File: src/rtl/segway_pkg.sv
// Shared Segway types and constants for the A2D conversion sequencer.
package segway_pkg;

    typedef enum logic [1:0] {
        IDLE,
        ADDR,
        PAUSE,
        READ
    } a2d_state_t;

    typedef logic [1:0] a2d_ch_t;

    localparam logic [2:0]  CH_LFT_DEF   = 3'd0;
    localparam logic [2:0]  CH_RGHT_DEF  = 3'd4;
    localparam logic [2:0]  CH_STEER_DEF = 3'd5;
    localparam logic [2:0]  CH_BATT_DEF  = 3'd6;
    localparam logic [10:0] A2D_CMD_PAD  = 11'h000;

    function automatic logic [15:0] a2d_cmd(input logic [2:0] chnl);
        return {2'b00, chnl, A2D_CMD_PAD};
    endfunction

endpackage

File: src/rtl/a2d_scheduler_if.sv
// Handshake between the A2D sequencer and the shared 16-bit SPI master.
interface a2d_scheduler_if;
    logic        spi_wrt;
    logic [15:0] spi_cmd;
    logic        spi_done;
    logic [15:0] spi_rd;

    modport master (output spi_wrt, output spi_cmd, input spi_done, input spi_rd);
    modport slave  (input spi_wrt, input spi_cmd, output spi_done, output spi_rd);
endinterface

File: src/rtl/a2d_pause_cnt.sv
// Loadable down-counter with a zero flag; times the SS_n-high gap between transactions.
module a2d_pause_cnt #(
    parameter int W = 1
) (
    input  logic         clk,
    input  logic         rst_n,
    input  logic         load,
    input  logic [W-1:0] load_val,
    input  logic         en,
    output logic         zero
);

    logic [W-1:0] cnt;

    always_ff @(posedge clk) begin
        if (!rst_n) begin
            cnt <= '0;
        end else if (load) begin
            cnt <= load_val;
        end else if (en && (cnt != '0)) begin
            cnt <= cnt - W'(1);
        end
    end

    assign zero = (cnt == '0);

endmodule

File: src/rtl/a2d_scheduler.sv
// Round-robin ADC128S sequencer: address transaction, pause, read transaction,
// then latch the 12-bit result for the current channel and advance the rotation.
module a2d_scheduler
    import segway_pkg::*;
#(
    parameter int         PAUSE_CYC = 2,
    parameter logic [2:0] CH_LFT    = CH_LFT_DEF,
    parameter logic [2:0] CH_RGHT   = CH_RGHT_DEF,
    parameter logic [2:0] CH_STEER  = CH_STEER_DEF,
    parameter logic [2:0] CH_BATT   = CH_BATT_DEF
) (
    input  logic               clk,
    input  logic               rst_n,
    input  logic               nxt,
    a2d_scheduler_if.master    spi,
    output logic [11:0]        lft_ld,
    output logic [11:0]        rght_ld,
    output logic [11:0]        steer_pot,
    output logic [11:0]        batt,
    output logic               cnv_vld,
    output logic               busy
);

    localparam int CNT_W = (PAUSE_CYC > 2) ? $clog2(PAUSE_CYC) : 1;
    localparam logic [CNT_W-1:0] PAUSE_LD = CNT_W'(PAUSE_CYC - 1);

    a2d_state_t  state;
    a2d_ch_t     ptr;
    logic [15:0] cmd_q;
    logic        accept;
    logic        fire_rd;
    logic        pause_ld;
    logic        pause_zero;
    logic        unused_rd_hi;

    function automatic logic [2:0] ch_of(input a2d_ch_t p);
        case (p)
            2'd0:    return CH_LFT;
            2'd1:    return CH_RGHT;
            2'd2:    return CH_STEER;
            default: return CH_BATT;
        endcase
    endfunction

    // busy still covers the cnv_vld cycle, so a request there is dropped
    assign accept   = (state == IDLE) && nxt && !busy;
    assign fire_rd  = (state == PAUSE) && pause_zero;
    assign pause_ld = (state == ADDR) && spi.spi_done;

    // First strobe and command go out in the accepting cycle, hence combinational
    assign spi.spi_wrt = accept | fire_rd;
    assign spi.spi_cmd = accept ? a2d_cmd(ch_of(ptr)) : cmd_q;

    // ADC128S result is 12 bits; the top nibble of the frame carries nothing
    assign unused_rd_hi = ^spi.spi_rd[15:12];

    a2d_pause_cnt #(
        .W(CNT_W)
    ) u_pause_cnt (
        .clk      (clk),
        .rst_n    (rst_n),
        .load     (pause_ld),
        .load_val (PAUSE_LD),
        .en       (state == PAUSE),
        .zero     (pause_zero)
    );

    always_ff @(posedge clk) begin
        if (!rst_n) begin
            state     <= IDLE;
            ptr       <= '0;
            cmd_q     <= '0;
            busy      <= 1'b0;
            cnv_vld   <= 1'b0;
            lft_ld    <= '0;
            rght_ld   <= '0;
            steer_pot <= '0;
            batt      <= '0;
        end else begin
            cnv_vld <= 1'b0;
            if (cnv_vld) begin
                busy <= 1'b0;
            end
            case (state)
                IDLE: begin
                    if (accept) begin
                        cmd_q <= a2d_cmd(ch_of(ptr));
                        busy  <= 1'b1;
                        state <= ADDR;
                    end
                end
                ADDR: begin
                    if (spi.spi_done) begin
                        state <= PAUSE;
                    end
                end
                PAUSE: begin
                    if (pause_zero) begin
                        state <= READ;
                    end
                end
                READ: begin
                    if (spi.spi_done) begin
                        case (ptr)
                            2'd0:    lft_ld    <= spi.spi_rd[11:0];
                            2'd1:    rght_ld   <= spi.spi_rd[11:0];
                            2'd2:    steer_pot <= spi.spi_rd[11:0];
                            default: batt      <= spi.spi_rd[11:0];
                        endcase
                        cnv_vld <= 1'b1;
                        ptr     <= ptr + 2'd1;
                        state   <= IDLE;
                    end
                end
                default: state <= IDLE;
            endcase
        end
    end

endmodule

File: src/flat_wrapper.sv
// flat-port wrapper written by rule: the top's interface ports become plain ports
module a2d_scheduler_flat import segway_pkg::*;
#(
    parameter int         PAUSE_CYC = 2,
    parameter logic [2:0] CH_LFT    = CH_LFT_DEF,
    parameter logic [2:0] CH_RGHT   = CH_RGHT_DEF,
    parameter logic [2:0] CH_STEER  = CH_STEER_DEF,
    parameter logic [2:0] CH_BATT   = CH_BATT_DEF
)
  (clk, rst_n, nxt, lft_ld, rght_ld, steer_pot, batt, cnv_vld, busy, spi_spi_wrt, spi_spi_cmd, spi_spi_done, spi_spi_rd);
  a2d_scheduler_if spi_i ();
  input  logic clk;
  input  logic rst_n;
  input  logic nxt;
  output logic [11:0] lft_ld;
  output logic [11:0] rght_ld;
  output logic [11:0] steer_pot;
  output logic [11:0] batt;
  output logic cnv_vld;
  output logic busy;
  output wire logic [$bits(spi_i.spi_wrt)-1:0] spi_spi_wrt;
  output wire logic [$bits(spi_i.spi_cmd)-1:0] spi_spi_cmd;
  input wire logic [$bits(spi_i.spi_done)-1:0] spi_spi_done;
  input wire logic [$bits(spi_i.spi_rd)-1:0] spi_spi_rd;
  assign spi_spi_wrt = spi_i.spi_wrt;
  assign spi_spi_cmd = spi_i.spi_cmd;
  assign spi_i.spi_done = spi_spi_done;
  assign spi_i.spi_rd = spi_spi_rd;
  a2d_scheduler #(.PAUSE_CYC(PAUSE_CYC), .CH_LFT(CH_LFT), .CH_RGHT(CH_RGHT), .CH_STEER(CH_STEER), .CH_BATT(CH_BATT)) u_core (.clk(clk), .rst_n(rst_n), .nxt(nxt), .spi(spi_i), .lft_ld(lft_ld), .rght_ld(rght_ld), .steer_pot(steer_pot), .batt(batt), .cnv_vld(cnv_vld), .busy(busy));
endmodule
File: config.mk
export PLATFORM = sky130hd
export DESIGN_NAME = a2d_scheduler_flat
export DESIGN_NICKNAME = d
export VERILOG_FILES = /design/src/rtl/segway_pkg.sv /design/src/rtl/a2d_scheduler_if.sv /design/src/rtl/a2d_pause_cnt.sv /design/src/rtl/a2d_scheduler.sv /design/src/flat_wrapper.sv
export SDC_FILE = /design/constraint.sdc
export NUM_CORES = 1
export LEC_CHECK = 0
export BUFFER_PORTS_ARGS = -buffer_cell sky130_fd_sc_hd__buf_2
export CELL_PAD_IN_SITES_DETAIL_PLACEMENT = 1
export CELL_PAD_IN_SITES_GLOBAL_PLACEMENT = 1
export CORE_AREA = 2 2 91 93
export CTS_BUF_LIST = sky130_fd_sc_hd__clkbuf_16
export CTS_CLUSTER_DIAMETER = 120
export CTS_CLUSTER_SIZE = 25
export DETAILED_ROUTE_END_ITERATION = 16
export DIE_AREA = 0 0 93 95
export GPL_ROUTABILITY_DRIVEN = 0
export PLACE_DENSITY_LB_ADDON = 0.1
export SYNTH_ARGS = -nofsm -noshare
export SYNTH_HDL_FRONTEND = slang
export SYNTH_SLANG_ARGS = --single-unit
File: constraint.sdc
create_clock -name clk -period 1.5 [get_ports clk]
set_input_delay 0.075 -clock clk [delete_from_list [all_inputs] [get_ports clk]]
set_output_delay 0.075 -clock clk [all_outputs]
set_load 0.02 [all_outputs]
Word level (Yosys, flattened, before mapping)
Index checks and enable logic that the tools add are counted.
{"block": "totals", "ff_bits": 71, "inputBits": 20, "out_inout_bits": 67}
{"block": "op_classes", "addsub": 2, "eq_ne": 9, "muxes": 13, "n_bitwise": 3, "reduce_logical": 17}
{"operator": "2-to-1 mux 16 bit", "count": 1}
{"operator": "AND reduction 3 bit", "count": 4}
{"operator": "case mux 3 bit (3 select lines)", "count": 1}
{"operator": "2-to-1 mux 2 bit", "count": 4}
{"operator": "case mux 2 bit (4 select lines)", "count": 1}
{"operator": "equality test 2 bit (second input constant)", "count": 3}
{"operator": "2-to-1 mux 1 bit", "count": 6}
{"operator": "inequality test 2 bit (second input constant)", "count": 3}
{"operator": "logical AND 1 bit", "count": 5}
{"operator": "equality test 2 x 1 -> 1 bit (second input constant)", "count": 2}
{"operator": "logical NOT 2 bit", "count": 2}
{"operator": "AND reduction 2 bit", "count": 2}
{"operator": "AND reduction 4 bit", "count": 1}
{"operator": "OR reduction 3 bit", "count": 1}
{"operator": "adder 2 x 1 -> 2 bit (second input constant)", "count": 1}
{"operator": "inequality test 2 x 1 -> 1 bit (second input constant)", "count": 1}
{"operator": "NOT 1 bit", "count": 2}
{"operator": "nonzero test 2 bit", "count": 1}
{"operator": "logical NOT 1 bit", "count": 1}
{"operator": "OR 1 bit", "count": 1}
{"operator": "subtractor 1 bit (second input constant)", "count": 1}

Logic depth before layout (Yosys ltp)
Gate-level depths: netlist of the first run.
{"block": "depth", "word_depth": 5, "ltp_mapped": 6}

By module
From an unflattened synthesis of the first run, not the netlist that was laid out.
{"block": "unflattened", "cells_unflattened": 318, "hier_area_um2": 2846.5}
{"mod": "a2d_scheduler", "n_inst": 1, "cells_each": 313, "area_per_inst_um2": 2797.7, "seq_area_each_um2": 1401.3}
{"mod": "a2d_pause_cnt", "n_inst": 1, "cells_each": 5, "area_per_inst_um2": 48.8, "seq_area_each_um2": 20.0}

Least setup slack after synthesis of the first run
OpenSTA, ideal clock, no wires.
{"block": "synth_timing", "kind": "flip-flop to flip-flop", "from": "reg u_core.state[0]", "to": "reg u_core.cmd_q[13]", "setup_time_ns": 0.061, "arrival_time_ns": 1.552, "required_time_ns": 1.439, "setup_slack_ns": -0.113, "path_stages_with_launch": 7, "period_less_slack_ns": 1.613, "path_cell_list": "dfxtp_1 -> inv_1 -> ha_1 -> nand3b_4 -> buf_2 -> mux2i_1 -> and2_1"}
{"block": "synth_via", "elab_chain_len": 4}
{"item": "from (decl)", "line_no": "a2d_scheduler.sv:27", "rtl": "a2d_state_t state;"}
{"item": "from (signal assigned)", "line_no": "a2d_scheduler.sv:70", "rtl": "state <= IDLE;"}
{"item": "from (signal assigned)", "line_no": "a2d_scheduler.sv:89", "rtl": "state <= ADDR;"}
{"item": "from (signal assigned)", "line_no": "a2d_scheduler.sv:94", "rtl": "state <= PAUSE;"}
{"item": "logical NOT 2 bit", "line_no": "a2d_scheduler.sv:46", "rtl": "assign accept = (state == IDLE) && nxt && !busy;"}
{"item": "logical AND 1 bit (2 in a row)", "line_no": "a2d_scheduler.sv:46"}
{"item": "2-to-1 mux 16 bit"}
{"item": "via spi_spi_cmd[13]", "line_no": "flat_wrapper.sv:22", "rtl": "output wire logic [$bits(spi_i.spi_cmd)-1:0] spi_spi_cmd;"}
{"item": "to (signal assigned)", "line_no": "a2d_scheduler.sv:87", "rtl": "cmd_q <= a2d_cmd(ch_of(ptr));"}
{"item": "to (decl)", "line_no": "a2d_scheduler.sv:29", "rtl": "logic [15:0] cmd_q;"}
The timed path passes the listed nets, and every way through them passes these cells.
A chain may end at the register's enable or synchronous reset.

Worst setup path in the final report of the first run
{"block": "layout_timing", "from": "reg u_core.state[0]", "to": "out spi_spi_cmd[0]"}
{"block": "layout_via", "elab_chain_len": 4}
{"item": "logical NOT 2 bit", "line_no": "a2d_scheduler.sv:46"}
{"item": "logical AND 1 bit (2 in a row)", "line_no": "a2d_scheduler.sv:46"}
{"item": "2-to-1 mux 16 bit", "line_no": "a2d_scheduler.sv:52", "rtl": "assign spi.spi_cmd = accept ? a2d_cmd(ch_of(ptr)) : cmd_q;"}
{"item": "to (decl)", "line_no": "flat_wrapper.sv:22"}
Every way passes these cells.

==> results of run 1 <==
-- layout by cell type (no fill, tap or decap), drive strengths merged, types with 2 or more instances in the layout --
cell    instances
clkinv          4
ha             10
nand2         100
a21boi         50
and3           18
and2           17
inv             7
mux2            2
dfxtp          71
clkbuf         10
buf           107
mux2i           2
nand3           5
-- where the power goes --
group	internal, uW	switching (uW)	total (uW)
logic	611	520	1130
clock network	1270	802	2070
registers	1940	38.4	1980
total	3820	1360	5180
-- what timing repair did --
| action | CTS | global route |
|---|---|---|
| hold buffers | 0 | 0 |
| endpoints found under the hold margin | 0 | 0 |
| setup endpoints to repair | 18 | 43 |
| gates resized for setup | 19 | 46 |
| buffers inserted | 8 | 5 |
| cloned | 1 | 1 |
| pin swaps | 2 | 13 |
-- worst max-delay path, stage by stage (launching register included) --
cell and delay (ps):
dfxtp_2 340, inv_2 80, ha_4 150, nand3b_4 200, clkbuf_16 230, and2_4 150, buf_6 120
-- final cells by class --
| cell class | count | area (um2) | share of cell area [%] |
|---|---|---|---|
| multi-input cells | 214 | 1350 | 33.1 |
| clock buffers | 9 | 225 | 5.52 |
| repair buffers | 109 | 863 | 21.2 |
| flip-flops and latches | 71 | 1430 | 34.9 |
| well taps | 105 | 131 | 3.22 |
| inverters | 6 | 22.5 | 0.552 |
| clock inverters | 7 | 62.6 | 1.53 |
-- cells by family after synthesis --
kind of cell,count (synthesis)
simple gates,143
flops,71
compound gates,56
buf+inv,27
fa+ha+maj,10
mux,4
xor+xnor,1
-- sequential cells by signal (all words and copies together), names as in the netlist --
name,count
u_core.batt,12
u_core.busy,1
u_core.cmd_q,16
u_core.cnv_vld,1
u_core.lft_ld,12
u_core.ptr,2
u_core.rght_ld,12
u_core.state,2
u_core.steer_pot,12
u_core.u_pause_cnt.cnt,1
-- final timing paths --
path / endpoint / slack [ps] / start / cells after the start
setup / recovery: spi_spi_cmd[0] / -170 / u_core.state[0] / 6
setup reg to reg: u_core.cmd_q[10] / -130 / u_core.state[0] / 7
hold / removal: u_core.rght_ld[7] / 30 / spi_spi_rd[7] / 3
hold reg to reg: u_core.lft_ld[6] / 450 / u_core.lft_ld[6] / 2
-- per-stage QoR --
| step | cells | hold WS [ps] | total power (uW) | instance area, um2 | util (%) |
|---|---|---|---|---|---|
| final | 521 | 29.1 | 5180 | 4080 | 51.5 |
| after global routing | 521 | 45.6 | 5410 | 4080 | 51.5 |
| after CTS | 515 | 25.4 | 4970 | 3860 | 48.7 |
| after floorplan | 312 | 210 | 2410 | 2820 | - |
| after global placement | 490 | 362 | 2580 | 3420 | 43.2 |
| after detailed placement | 490 | 371 | 2600 | 3420 | 43.2 |
-- metal layers --
layer | wire length [um] | share of wire, %
met5 | 0 | 0
met2 | 3890 | 48
met4 | 193 | 2.4
met1 | 3630 | 45
met3 | 367 | 4.5
==> results.toml, run 1 <==
[yosys]
synth-edff-count = 0
synth.most_common_cell = "nand2_1"
synth_flop_cell = "dfxtp_1"
synth_top_area_share_pct = 50.7
synthCells = 312
synth.avg_cell_area_um2 = 8.99
ys_ff_latch = 71
synth_compound_area_share_pct = 15.0
yosysWarnings = 0
syn_area_mm2 = 0.00280
synthTopCellsByArea = "dfxtp_1 51%, nand2_1 13%, a21boi_1 8.3%"
synthTopCellsByCount = "100 x nand2_1, 71 x dfxtp_1, 31 x a21boi_1, 19 x a21boi_0, 18 x and3_1"
synthXorXnorAreaFrac_pct = 0.312
synth_nets = 342
yosysUniqueCellTypes = 25
post_synth_and_or_nand_nor_area_fraction_pct = 23.2
synth_mux_area_share_pct = 1.52
synth-adder-area-share_pct = 4.46
synth_top_family_by_area = "simple AND/OR/NAND/NOR gates"
seq_area_frac_synth_pct = 50.7
postSynth.asyncResetShare_pct = 0
yosysTopAreaCell = "dfxtp_1"

[global_route]
busiest_layer = "met2"
grt_util_met3_pct = 3.99
antenna_found_initial = 0
met2_usage_pct = 30.0
met1_usage_pct = 23.2
overflow = 0
grt_pass1_vias = 2372
grt_max_degree = 27
grt_pass1_wl_um = 12300
gr-usage-all-layers_pct = 18.4

[worst_setup_path]
end_kind = "output port"
crit_required_ps = 1420
crit_path_max_fanout = 8
worst_setup_path_start_kind = "flip-flop"
cp_data_arrival_time_ps = 1600
worstSetupPathType = "flip-flop to output port"

[sta]
max_freq_mhz = 598
worst_pin_slew_ps = 478
layout_setup_ws_ps = -172
grt_setup_unrepaired = "yes"
relSlewSlack_pct = 68.1
drv_slew = 0
fin_setup_tns_ps = -4080
fin_crit_ps = 1670
min_period_over_period_pct = 111
hold_viol_final = 0
skew_ps = 4.21
setup_viol = 32

[clock_tree]
cts_buffers = 9
cts.sinks = 71
htree_num_levels = 3
clock_path_buffers = 2
tritoncts = "built"
root_buffer = "clkbuf_16"
path_clk_slew_ps = 50
clk_latency_ps = 330

[drt]
post_drt_via_cell_ratio = 4.71
dr.first_iter.drc_count = 61
detail-route-antenna-nets = 0
drt-wirelength-per-cell_um = 15.5
routed_wl_um = 8080
num_vias = 2456
dr.pass1.iters = 4
drc = 0

[layout]
area_delta_synth_final_pct = 45.5
antenna_cells = 0
drive_gt1_share_pct = 35.8
n_fill_cell = 939
layout.nets = 441

[worst_hold_path]
hp-class = "input pin to flip-flop"

[floorplanning]
dieArea_mm2 = 0.00884
coreArea_mm2 = 0.00793
start_util_pct = 35.4
fp-row-count = 33
io_pins = 87
die_h_um = 95
fp.dieW_um = 93

[run_status]
status = "finished, violations left"
violations = "setup timing"

[job]
maxCapViolCount = 0

[place]
port_buffers = 82
dp_hpwl_um = 5100
pre_cts_ws_ps = 18.8

[pwr]
power_density_mw_per_mm2 = 1270
ir_drop_mv = 0.556
p_leak_uw = 0.00183
No activity file was read; power rests on OpenSTA's default activity.
==> run 2: changes to the inputs <==
Settings changed: CORE_AREA 2 2 91 93 to 2 2 87 89, DIE_AREA 0 0 93 95 to 0 0 89 91.
Clock period 1.5 ns to 2.06 ns, I/O delays scaled along.
==> run 2 against run 1 <==
- the run now ends clean
- sequential power decreased by 27%
- combinational power decreased by 64%
- worst hold slack better by 23 ps
- register-to-register slack improved by 450 ps
- setup slack better by 310 ps
- total power decreased by 38%
- final cell count down 6.0%
- via count fell by 6.2%
- critical path type unchanged
- highest routed layer unchanged
==> results.toml, run 2 (synthesis gave the netlist of run 1 again) <==
[clock_tree]
path_clk_slew_ps = 60
htree_num_levels = 3
tritoncts = "built"
clock_path_buffers = 2
clk_latency_ps = 330
root_buffer = "clkbuf_16"
cts_buffers = 9
cts_hold_buf = 0
postCtsSetupBuffers = 0
cts.sinks = 71
cts_resized = 0

[sta]
relSlewSlack_pct = 62.9
skew_ps = 5.49
drv_slew = 0
fin_setup_tns_ps = 0
grt_setup_unrepaired = "no"
setup_viol = 0
worst_pin_slew_ps = 555
max_freq_mhz = 521
min_period_over_period_pct = 93.2
hold_viol_final = 0
fin_crit_ps = 1920

[layout]
layout.nets = 417
layout_common_cells = "100 x nand2_1, 82 x buf_2, 71 x dfxtp_1, 31 x a21boi_1, 19 x a21boi_0"
regMostFlops = "u_core.cmd_q"
fin_cells = 490
fin_util_pct = 49.3
drive_gt1_share_pct = 25.8
largest_register_ff_count = 16
final_common_cell = "nand2_1"
antenna_cells = 0
area_delta_synth_final_pct = 25.6
final_area_mm2 = 0.00352

[pwr]
power_density_mw_per_mm2 = 911
p_leak_uw = 0.00162
ir_drop_mv = 0.489

[worst_setup_path]
crit_path_max_fanout = 16
cp_data_arrival_time_ps = 1820
end_kind = "output port"
crit_path_start = "u_core.state[0]"
worstSetupPathType = "flip-flop to output port"
crit_required_ps = 1960
worstReg2RegStart = "u_core.state[0]"
worst_setup_path_start_kind = "flip-flop"

[global_route]
antenna_found_initial = 0
gr-usage-all-layers_pct = 18.9
grt_max_degree = 50
overflow = 0
grt_pass1_wl_um = 11700
grt_pass1_vias = 2220

[place]
dp_hpwl_um = 4880
placed_cell_area_mm2 = 0.00325
dp.cells = 474
port_buffers = 82

[run_status]
status = "complete, no violations"

[drt]
drt-wirelength-per-cell_um = 14.8
post_drt_via_cell_ratio = 4.70
dr.first_iter.drc_count = 59
detail-route-antenna-nets = 0
routed_wl_um = 7260
num_vias = 2304
dr.pass1.iters = 4
drc = 0

[floorplanning]
dieArea_mm2 = 0.00810
io_pins = 87
fp.dieW_um = 89
coreArea_mm2 = 0.00714
fp-row-count = 31
die_h_um = 91
start_util_pct = 39.3

[worst_hold_path]
hp-start = "spi_spi_rd[10]"
hp-class = "input pin to flip-flop"

[job]
maxCapViolCount = 0
run 2: cell count changes in the layout (fill, tap and decap cells not counted), sizes merged:
cell    previous run  this run
buf              107        84
bufbuf             1         0
bufinv             1         0
clkbuf            10         9
nand3b             1         2
run 2: path summary, 6_finish.rpt:
| path | to | slack [ps] | depth (start not counted) |
|---|---|---|---|
| max | spi_spi_cmd[11] | 140 | 5 |
| min | u_core.steer_pot[10] | 50 | 3 |
| max reg2reg | u_core.state[1] | 320 | 5 |
| min reg2reg | u_core.lft_ld[5] | 450 | 2 |
run 2: cell type report:
| class | count | area, um2 |
|---|---|---|
| fill | 885 | 3620 |
| sequential | 71 | 1420 |
| multi-input combinational | 215 | 1260 |
| timing repair buffer | 84 | 438 |
| clock buffer | 9 | 225 |
| tap | 99 | 124 |
| clock inverter | 6 | 30.0 |
| inverter | 6 | 22.5 |
run 2: worst max-delay path: stages, from the launching register on:
cell and delay [ps]:
dfxtp_1 360, inv_1 90, ha_1 300, nand3b_4 210
mux2_2 370, buf_2 160
run 2: power by group:
part / switching [uW] / internal (uW)
registers: 29.7 / 1410
logic: 260 / 150
clock network: 565 / 792
run 2: per-stage QoR:
stage / hold WS, ps / power, uW / setup WS [ps]
after global routing: 58.2 / 3360 / 24.9
after CTS: 46.1 / 3210 / 70.6
after global placement: 388 / 1850 / 452
after floorplan: 238 / 1750 / 447
final: 51.8 / 3210 / 141
after detailed placement: 390 / 1860 / 307
run 2: routing by layer:
metal | global-route usage (%) | share of wire (%) | vias to the layer above
met5 | 0 | 0 | -
met4 | 7.09 | 1.6 | 0
met3 | 3.91 | 4.8 | 11
met2 | 27.4 | 44 | 52
met1 | 27.3 | 50 | 1079
li1 | - | - | 1162
